## config.mk

```make
export PLATFORM = sky130hd
export DESIGN_NAME = load_store_unit
export DESIGN_NICKNAME = d
export VERILOG_FILES = /design/src/rtl/load_store_unit.sv
export SDC_FILE = /design/constraint.sdc
export NUM_CORES = 1
export LEC_CHECK = 0
export BUFFER_PORTS_ARGS = -buffer_cell sky130_fd_sc_hd__buf_2
export CORE_MARGIN = 4
export CORE_UTILIZATION = 56
export CTS_CLUSTER_SIZE = 28
export DETAILED_ROUTE_END_ITERATION = 12
export PLACE_DENSITY = 0.92
export SYNTH_ARGS = -nofsm -noshare
export SYNTH_HDL_FRONTEND = slang
export SYNTH_SLANG_ARGS = --single-unit
```

## constraint.sdc

```tcl
create_clock -name clock -period 5.3 [get_ports clock]
set_clock_uncertainty 0.05 [all_clocks]
set_input_delay 0.795 -clock clock [delete_from_list [all_inputs] [get_ports clock]]
set_output_delay 0.795 -clock clock [all_outputs]
set_load 0.02 [all_outputs]
```

## src/rtl/load_store_unit.sv

```systemverilog
// Load/store unit: initiator side of the data-memory bus. Converts core
// byte/half/word requests into full-word memory accesses. It handles lane
// selection, sign/zero extension and alignment faults, and performs
// read-modify-write for sub-word stores.
module load_store_unit #(
  parameter int unsigned XLEN = 32
) (
  input  logic            clock,
  input  logic            reset,
  input  logic            req_valid,
  output logic            req_ready,
  input  logic            req_write,
  input  logic [2:0]      req_type,
  input  logic [XLEN-1:0] req_addr,
  input  logic [XLEN-1:0] req_wdata,
  output logic            resp_valid,
  output logic [XLEN-1:0] resp_rdata,
  output logic            resp_fault,
  output logic [XLEN-1:0] mem_address,
  output logic [XLEN-1:0] mem_data_in,
  input  logic [XLEN-1:0] mem_data_out,
  output logic            mem_enable,
  output logic            mem_write_enable,
  output logic [2:0]      mem_type
);

  localparam int unsigned HALF_W = 16;

  localparam logic [2:0] T_BYTE  = 3'd0;
  localparam logic [2:0] T_HALF  = 3'd1;
  localparam logic [2:0] T_WORD  = 3'd2;
  localparam logic [2:0] T_BYTEU = 3'd4;
  localparam logic [2:0] T_HALFU = 3'd5;

  typedef enum logic [2:0] {
    S_IDLE,
    S_LOAD,
    S_RMW_RD,
    S_WRITE,
    S_RESP
  } state_t;

  state_t              state;
  state_t              state_next;
  logic [XLEN-1:0]     addr_q;
  logic [2:0]          type_q;
  logic [HALF_W-1:0]   wdata_q;
  logic [XLEN-1:0]     wbuf;
  logic                fault_c;
  logic                accept_c;

  // Select the addressed lane and extend it to XLEN.
  function automatic logic [XLEN-1:0] extract(input logic [XLEN-1:0] w,
                                              input logic [2:0]      t,
                                              input logic [1:0]      a);
    logic [7:0]  b;
    logic [15:0] h;
    b = w[{a, 3'b000} +: 8];
    h = w[{a[1], 4'b0000} +: 16];
    case (t)
      T_BYTE:  extract = {{(XLEN-8){b[7]}}, b};
      T_BYTEU: extract = {{(XLEN-8){1'b0}}, b};
      T_HALF:  extract = {{(XLEN-16){h[15]}}, h};
      T_HALFU: extract = {{(XLEN-16){1'b0}}, h};
      default: extract = w;
    endcase
  endfunction

  // Replace the addressed byte or half of a read word with store data.
  function automatic logic [XLEN-1:0] merge(input logic [XLEN-1:0]   w,
                                            input logic [HALF_W-1:0] d,
                                            input logic [2:0]        t,
                                            input logic [1:0]        a);
    merge = w;
    if (t[0]) merge[{a[1], 4'b0000} +: 16] = d;
    else      merge[{a, 3'b000} +: 8]      = d[7:0];
  endfunction

  // Illegal type or misaligned address for the incoming request.
  always_comb begin
    fault_c = 1'b0;
    case (req_type)
      T_BYTE, T_BYTEU: fault_c = 1'b0;
      T_HALF, T_HALFU: fault_c = req_addr[0];
      T_WORD:          fault_c = (req_addr[1:0] != 2'b00);
      default:         fault_c = 1'b1;
    endcase
  end

  assign accept_c = req_valid && (state == S_IDLE);

  // State register.
  always_ff @(posedge clock or negedge reset) begin
    if (!reset) state <= S_IDLE;
    else        state <= state_next;
  end

  // Next-state logic and bus strobes decoded from the current state.
  always_comb begin
    state_next       = state;
    req_ready        = 1'b0;
    mem_enable       = 1'b0;
    mem_write_enable = 1'b0;
    mem_address      = '0;
    mem_data_in      = '0;
    mem_type         = T_WORD;
    case (state)
      S_IDLE: begin
        req_ready = 1'b1;
        if (req_valid) begin
          if (fault_c)                 state_next = S_RESP;
          else if (!req_write)         state_next = S_LOAD;
          else if (req_type == T_WORD) state_next = S_WRITE;
          else                         state_next = S_RMW_RD;
        end
      end
      S_LOAD: begin
        mem_enable  = 1'b1;
        mem_address = {addr_q[XLEN-1:2], 2'b00};
        state_next  = S_RESP;
      end
      S_RMW_RD: begin
        mem_enable  = 1'b1;
        mem_address = {addr_q[XLEN-1:2], 2'b00};
        state_next  = S_WRITE;
      end
      S_WRITE: begin
        mem_enable       = 1'b1;
        mem_write_enable = 1'b1;
        mem_address      = {addr_q[XLEN-1:2], 2'b00};
        mem_data_in      = wbuf;
        state_next       = S_RESP;
      end
      S_RESP:  state_next = S_IDLE;
      default: state_next = S_IDLE;
    endcase
  end

  // Request capture, RMW merge buffer and registered response.
  always_ff @(posedge clock or negedge reset) begin
    if (!reset) begin
      addr_q     <= '0;
      type_q     <= '0;
      wdata_q    <= '0;
      wbuf       <= '0;
      resp_valid <= 1'b0;
      resp_rdata <= '0;
      resp_fault <= 1'b0;
    end else begin
      if (accept_c) begin
        addr_q  <= req_addr;
        type_q  <= req_type;
        wdata_q <= req_wdata[HALF_W-1:0];
        wbuf    <= req_wdata;
      end
      if (state == S_RMW_RD) wbuf <= merge(mem_data_out, wdata_q, type_q, addr_q[1:0]);
      resp_valid <= (state_next == S_RESP);
      resp_fault <= (state == S_IDLE) && (state_next == S_RESP);
      resp_rdata <= (state == S_LOAD) ? extract(mem_data_out, type_q, addr_q[1:0]) : '0;
    end
  end

endmodule
```

# Word level (Yosys, flattened, before mapping)
# Index checks and enable logic that the tools add are counted.
# totals
register_bits	120
wordCells	56
# classes
shift	6
reduce_logical	11
add_sub_neg	2
mux	18
n_eq_ne	11
# ops
op	count
2-to-1 mux 32 bit	6
one-hot mux 32 bit (4 select lines)	1
bitwise mux 32 bit	2
variable shift 16 x 7 -> 32 bit (first input constant)	1
variable shift 8 x 7 -> 32 bit (first input constant)	1
variable part select 16 x 7 -> 32 bit	1
variable part select 32 x 6 -> 16 bit	1
variable part select 32 x 6 -> 8 bit	1
variable part select 8 x 7 -> 32 bit	1
equality test 3 bit (second input constant)	5
negator 5 -> 7 bit	2
equality test 3 x 1 -> 1 bit (second input constant)	3
equality test 3 x 2 -> 1 bit (second input constant)	3
zero test 3 bit	3
one-hot mux 3 bit (3 select lines)	1
2-to-1 mux 3 bit	2
OR reduction 2 bit	3
2-to-1 mux 1 bit	4
nonzero test 2 bit	2
one-hot mux 1 bit (3 select lines)	1
OR reduction 3 bit	1
logical AND 1 bit	2
2-to-1 mux 2 bit	1

# Depth between registers and ports, before layout
# Gate-level depths: netlist of the first run.
# depth
ltp_word	8
mapped_depth	10
ltp_nobuf	6

# Worst setup path before layout of the first run
# Ideal clock, no wire load.
# synth_timing
path_kind	reg2reg
start	reg addr_q[1]
end	reg wbuf[24]
t_arrival_ns	2.566
setup_slack_ns	2.617
n_path_buf	3
path_stages_with_launch	9
required_ns	5.184
path_cell_list	dfrtp_1 -> buf_2 -> buf_2 -> buf_2 -> inv_1 -> ha_1 -> nor4_1 -> a221o_1 -> a221o_1
# synth_between
elab_chain_len	5
# synth_lines
element	line_no	rtl
start: declaration	45	logic [XLEN-1:0] addr_q;
start signal: assignment	151	addr_q <= req_addr;
negator 5 -> 7 bit, on equally long branches	75, 76	
variable part select 16 x 7 -> 32 bit, or another cell as far along	75	if (t[0]) merge[{a[1], 4'b0000} +: 16] = d;
bitwise mux 32 bit, on equally long branches	75, 76	
2-to-1 mux 32 bit (*)	75	
2-to-1 mux 32 bit (*)	156	if (state == S_RMW_RD) wbuf <= merge(mem_data_out, wdata_q, type_q, addr_q[1:0]);
end signal: assignment	154	wbuf <= req_wdata;
end signal: assignment	156	
end: declaration	48	logic [XLEN-1:0] wbuf;
# Mark *: on every way between the ends. The rest lies on a longest branch, timed or not.
# A chain may end at the register's enable or synchronous reset.

# Final worst setup path of the first run
# layout_timing
start	reg state[2]
end	reg addr_q[25]
# layout_between
elab_chain_len	2
# layout_lines
element	line_no	rtl
start: declaration	43	state_t state;
start signal: assignment	95	else state <= state_next;
zero test 3 bit	90	assign accept_c = req_valid && (state == S_IDLE);
logical AND 1 bit	90	
# Every way passes these cells.

==> results.py, run 1 <==
metrics = {
    "global_route": {
        "grt_pass1_vias": 6019,
        "grt_first_pass_wirelength_um": 31700,
        "antenna_found_initial": 1,
        "grt_max_degree": 77,
        "track_usage_pct": 28.6,
        "grt_overflow": 0,
    },
    "timing": {
        "setup_viol": 0,
        "worstMarginPinSlew_ps": 1250,
        "postLayoutSetupSlackWorst_ps": 2430,
        "drv_slew": 0,
        "setup_tns_ps": 0,
        "final.min_clock_period_ps": 2870,
        "rsz0062_at_grt": "false",
        "slew_headroom_pct": 16.2,
        "finalHoldViolCount": 0,
        "finalCritPeriodShare_pct": 54.1,
        "max_freq_ghz": 0.349,
    },
    "die": {
        "row_count": 39,
        "ios": 207,
        "die_y_um": 118,
        "die_x_um": 118,
        "core_mm2": 0.0117,
        "start_util_pct": 58.3,
        "die-area_mm2": 0.0140,
    },
    "detailed_routing": {
        "drc_errors": 0,
        "vias_per_cell": 6.14,
        "finalWirelength_um": 20200,
        "ant_nets": 0,
        "wl_per_cell_um": 20.0,
        "via_count": 6205,
        "first_iter_violations": 571,
        "first_pass_iters": 5,
    },
    "clock_tree": {
        "cts_root_buf": "clkbuf_16",
        "cts_max_level": 4,
        "postCtsSetupBuffers": 0,
        "cts_sinks": 120,
        "cts_made_buffers": 17,
        "cts.clk_slew.worst_paths_ps": 60,
        "clock_latency_ps": 410,
        "cts_tree": "yes",
        "post_cts_resized": 0,
        "clk_path_buf_depth": 2,
        "hold_buffers": 0,
    },
    "critical_path": {
        "required_ps": 5550,
        "arrival_ps": 3110,
        "cp-end-kind": "flip-flop",
        "crit_type": "flip-flop to flip-flop",
        "startpoint_type": "flip-flop",
        "path_max_fanout": 51,
    },
    "synth": {
        "syn_inst": 685,
        "synthDistinctLibCells": 42,
        "ys_seq_elements": 120,
        "synth_seq_area_share_pct": 44.2,
        "synthesis.yosys.warnings": 0,
        "synth_area_mm2": 0.00680,
        "syn_area_per_cell_um2": 9.93,
    },
    "outcome": {
        "run_status": "complete, no violations",
    },
    "min_path": {
        "hold_path_class": "flip-flop to flip-flop",
    },
    "placed_design": {
        "place_hpwl_um": 14300,
        "io_buffers": 201,
        "dpl.cell_count": 978,
        "place.gp.congestion": 0.919,
        "place_ws_ps": 2420,
    },
    "layout": {
        "fin_cells": 1010,
        "area_delta_synth_final_pct": 23.3,
        "n_fill_cell": 839,
        "drive_gt1_share_pct": 37.1,
        "antenna_cells": 0,
        "fin_util_pct": 71.9,
        "nets": 962,
    },
    "pwr": {
        "finalPower_w": 0.00520,
        "ir_drop_mv": 0.461,
        "p_leak_nw": 4.19,
        "p_per_area_mw_per_mm2": 621,
    },
    "flow_run": {
        "maxCapViolCount": 0,
    },
}
==> cell usage after synthesis (all sizes together) <==
cell	number	area, um^2
dfrtp	120	3000
a21oi	79	433
and2	64	400
mux2	51	574
nor2	45	169
clkbuf	44	165
inv	39	146
mux2i	39	390
a221oi	31	272
nand2	27	101
nand2b	25	156
a221o	17	171
buf	17	115
o221a	16	180
nand3	10	50.1
o32a	9	90.1
a211oi	8	60.1
o21ai	8	40.0
ha	5	62.6
o211ai	5	37.5
o21a	4	30.0
o22ai	4	25.0
nor3	3	15.0
and4bb	2	25.0
conb	2	7.51
a311oi	1	8.76
a31oi	1	6.26
and4b	1	10.0
clkinv	1	3.75
nor3b	1	7.51
nor4	1	6.26
o31ai	1	7.51
or2	1	6.26
or2b	1	7.51
or3	1	6.26
or3b	1	8.76
==> layout by cell type (no fill, tap or decap), types with 5 or more instances in the layout <==
cell,count
o32a_1,9
a211oi_1,8
ha_1,5
nor2_1,45
buf_2,200
dfrtp_1,118
o21ai_0,8
o211ai_1,5
a221o_1,16
buf_4,8
mux2i_1,39
nand2b_1,25
mux2_2,51
clkinv_2,6
a221oi_1,31
o221a_2,16
conb_1,5
nand3_1,10
a21oi_1,69
a21oi_2,10
and2_1,63
inv_1,38
clkbuf_16,17
nand2_1,27
==> per-stage QoR <==
stage | instance area [um^2] | hold slack, ps
2_1_floorplan | 6810 | 412
3_3_place_gp | 7780 | 428
3_5_place_dp | 7780 | 433
4_1_cts | 8380 | 444
5_1_grt | 8380 | 466
6_report | 8380 | 439
==> path summary, 6_finish.rpt <==
kind	slack, ps	depth (start not counted)	from	endpoint
worst min-delay path	440	1	wbuf[17]	wbuf[17]
min in group asynchronous	480	1	reset	wbuf[19]
max in group asynchronous	3570	2	reset	addr_q[1]
worst max-delay path	2430	4	state[2]	addr_q[25]
worst min register to register	440	1	wbuf[17]	wbuf[17]
worst max register to register	2430	4	state[2]	addr_q[25]
==> area by class of cell <==
class | count | area [um^2] | share of cell area (%)
clock inverter | 10 | 150 | 1.79
multi-input combinational | 467 | 3380 | 40.4
timing repair buffer | 208 | 1060 | 12.7
clock buffer | 22 | 454 | 5.42
sequential | 120 | 3010 | 35.9
tap | 143 | 179 | 2.13
inverter | 40 | 150 | 1.79
==> worst max-delay path: stages (launching register included) <==
cell and delay (ps):
dfrtp_1 440, or2_2 630, nor2_1 290, and2_2 900
mux2_2 430
==> state kept, by name, summed over array words and instances (netlist names) <==
signal and flops:
wbuf 32, addr_q 32, state 3, wdata_q 16
resp_valid 1, resp_fault 1, type_q 3, resp_rdata 32
==> power breakdown <==
part	switching (W)	leakage, nW	internal (W)
registers	0.000382	1.47	0.00131
logic	0.00132	2.42	0.000995
clock network	0.000397	0.301	0.000793
==> routing by layer <==
metal	global-route usage [%]	wire length [um]	vias to the layer above
li1	-	-	2791
met1	35.1	7780	2915
met2	44.3	9140	413
met3	10.1	2270	84
met4	15.2	1020	2
met5	0	13	-
==> cell families (layout without fill, tap and decap cells) <==
logic type / count (synthesis) / after routing / share of synthesized area [%]
AO/OA/AOI/OAI: 184 / 184 / 20.0
adder cells (fa/ha/maj): 5 / 5 / 0.920
buffers and inverters: 101 / 280 / 6.33
flip-flops: 120 / 120 / 44.2
multiplexers: 90 / 90 / 14.2
other: 2 / 5 / 0.110
AND/OR/NAND/NOR: 183 / 183 / 14.3
Power figures use the tool's default switching activity.
==> run 2: changes to the inputs <==
--- a/config.mk
+++ b/config.mk
@@ -7,10 +7,10 @@
 export LEC_CHECK = 0
 export BUFFER_PORTS_ARGS = -buffer_cell sky130_fd_sc_hd__buf_2
 export CORE_MARGIN = 4
-export CORE_UTILIZATION = 56
+export CORE_UTILIZATION = 52
 export CTS_CLUSTER_SIZE = 28
 export DETAILED_ROUTE_END_ITERATION = 12
-export PLACE_DENSITY = 0.92
+export PLACE_DENSITY = 0.87
 export SYNTH_ARGS = -nofsm -noshare
 export SYNTH_HDL_FRONTEND = slang
 export SYNTH_SLANG_ARGS = --single-unit
==> constraint.sdc (replaced) <==
create_clock -name clock -period 2.7 [get_ports clock]
set_clock_uncertainty 0.05 [all_clocks]
set_input_delay 0.405 -clock clock [delete_from_list [all_inputs] [get_ports clock]]
set_output_delay 0.405 -clock clock [all_outputs]
set_load 0.02 [all_outputs]
==> run 2 against run 1 <==
  * Die area grew 7.2%
  * Global-route usage shrank 0.14 points
  * Sequential share of layout area shrank 0.80 points
  * Worst setup slack lost 2000 ps
  * Maximum frequency grew 27%
  * Sequential cell count is the same
  * Hold slack lost 280 ps
  * Clock power grew 99%
  * Highest routed layer unchanged
  * Count of clock-buffer cells in the layout grew 1
  * Design area grew 2.3%
  * Combinational power grew 100%
  * Power grew 100%
==> results.py, run 2 (synthesized netlist as in run 1, its figures left out) <==
metrics = {
    "timing": {
        "slew_headroom_pct": 60.1,
        "final.min_clock_period_ps": 2270,
        "rsz0062_at_grt": "false",
        "finalCritPeriodShare_pct": 83.9,
        "setup_viol": 0,
        "hold_slack_ps": 161,
        "finalHoldViolCount": 0,
        "setup_tns_ps": 0,
        "drv_slew": 0,
        "max_freq_ghz": 0.441,
        "worstMarginPinSlew_ps": 599,
    },
    "layout": {
        "multi_input_area_mm2": 0.00338,
        "area_delta_synth_final_pct": 26.1,
        "register_area_mm2": 0.00301,
        "largest_registers": "addr_q: 32 flops, resp_rdata: 32 flops, wbuf: 32 flops",
        "nets": 976,
        "drive_gt1_share_pct": 38.3,
        "final_common_cell": "buf_2",
        "n_fill_cell": 986,
        "mostFrequentLayoutCells": "buf_2 (200), dfrtp_1 (118), a21oi_1 (69), and2_1 (63), mux2_2 (51)",
    },
    "detailed_routing": {
        "vias_per_cell": 5.95,
        "drc_errors": 0,
        "wl_per_cell_um": 20.4,
        "first_iter_violations": 659,
        "ant_nets": 0,
        "finalWirelength_um": 21400,
        "first_pass_iters": 5,
        "via_count": 6262,
    },
    "critical_path": {
        "crit_type": "flip-flop to flip-flop",
        "startpoint_type": "flip-flop",
        "worstPathBufferInverterCount": 1,
        "worstPathCellList": "or2_2 -> nor2_1 -> and2_2 -> buf_4 -> mux2_2",
        "cp-end-kind": "flip-flop",
        "cpLargestDelayFamily": "simple AND/OR/NAND/NOR gates",
        "cp_slowest_cell": "and2_2",
        "slowest_delay_ps": 480,
        "path_max_fanout": 18,
        "arrival_ps": 2520,
        "required_ps": 2950,
    },
    "pwr": {
        "p_sw_w": 0.00419,
        "swShare_pct": 40.3,
        "intPower_w": 0.00620,
        "power_frac_clock_pct": 22.8,
        "pwr-share-comb_pct": 45.4,
        "ir_drop_mv": 0.579,
        "p_leak_nw": 4.27,
        "p_per_area_mw_per_mm2": 1210,
        "power_frac_seq_pct": 31.8,
    },
    "clock_tree": {
        "cts_sinks": 120,
        "clk_path_buf_depth": 2,
        "postCtsSetupBuffers": 0,
        "clock_latency_ps": 420,
        "post_cts_resized": 0,
        "cts.clk_slew.worst_paths_ps": 50,
        "cts_tree": "yes",
        "cts_made_buffers": 17,
        "cts_max_level": 4,
        "cts_root_buf": "clkbuf_16",
    },
    "die": {
        "die_x_um": 122,
        "die_y_um": 122,
        "die-area_mm2": 0.0150,
        "start_util_pct": 53.4,
        "core_mm2": 0.0127,
        "row_count": 41,
        "ios": 207,
    },
    "placed_design": {
        "place.gp.congestion": 0.948,
        "io_buffers": 201,
        "place_hpwl_um": 15000,
    },
    "global_route": {
        "grt_overflow": 0,
        "grt_max_degree": 52,
        "track_usage_pct": 28.4,
        "grt_pass1_vias": 6029,
        "grt_first_pass_wirelength_um": 32400,
        "antenna_found_initial": 2,
    },
    "min_path": {
        "hold_path_class": "input pin to flip-flop",
    },
    "flow_run": {
        "maxCapViolCount": 0,
    },
    "outcome": {
        "run_status": "complete, no violations",
    },
}
[run 2: cell types whose count changed in the layout (fill, tap and decap cells not counted), sizes merged]
cell	previous run	this run
clkinvlp	0	2
clkbuf	22	23
buf	208	221
dlygate4sd3	0	1
diode	0	1
bufinv	4	3
clkinv	7	3
[run 2: cell type report]
class / instances / area share (%)
sequential: 120 / 35.1
tap: 172 / 2.51
multi-input combinational: 467 / 39.5
timing repair buffer: 222 / 13.9
antenna: 1 / 0.0292
clock inverter: 7 / 1.34
inverter: 40 / 1.75
clock buffer: 23 / 5.93
[run 2: through the flow]
| stage | worst slack [ps] | instances | utilization [%] | instance area, um^2 | power [W] |
|---|---|---|---|---|---|
| detailed placement | 517 | 1020 | 62.4 | 7940 | 0.00790 |
| global route | 364 | 1052 | 67.4 | 8570 | 0.0109 |
| finish | 435 | 1052 | 67.4 | 8570 | 0.0104 |
| floorplan | 17.3 | 688 | - | 6810 | 0.00655 |
| CTS | 447 | 1051 | 67.4 | 8570 | 0.0103 |
| global placement | 596 | 1020 | 62.4 | 7940 | 0.00775 |
[run 2: path summary, 6_finish.rpt]
check                           cells after the start          from  slack [ps]            end
worst max-delay path                                5      state[2]         430     addr_q[25]
worst min-delay path                                2  req_addr[10]         160     addr_q[10]
worst max register to register                      5      state[2]         430     addr_q[25]
worst min register to register                      1      wbuf[22]         440       wbuf[22]
max in group asynchronous                           3         reset        1210       wbuf[21]
min in group asynchronous                           2         reset         500  resp_rdata[7]
[run 2: what timing repair did]
| item | in CTS | in global routing |
|---|---|---|
| hold buffers | 1 | 0 |
| hold endpoints to repair | 41 | 0 |
| setup endpoints to repair | 0 | 0 |
[run 2: worst register-to-register path, cell delays in order, from the launching register on]
cell,delay [ps]
dfrtp_1,450
or2_2,320
nor2_1,210
and2_2,480
buf_4,270
mux2_2,370
[run 2: power by group through the flow]
stage	Clock, W	Sequential, W	Combinational (W)
2_1_floorplan	0	0.00310	0.00345
3_5_place_dp	0	0.00327	0.00463
3_3_place_gp	0	0.00324	0.00451
6_report	0.00237	0.00330	0.00472
5_1_grt	0.00246	0.00337	0.00511
4_1_cts	0.00239	0.00326	0.00468
[run 2: metal layers]
layer | part of all wire (%) | vias to the layer above | global-route usage (%)
met1 | 37 | 2981 | 36.5
met2 | 48 | 372 | 46.0
li1 | - | 2816 | -
met3 | 10 | 91 | 5.02
met5 | 0.033 | - | 0
met4 | 4.8 | 2 | 14.8
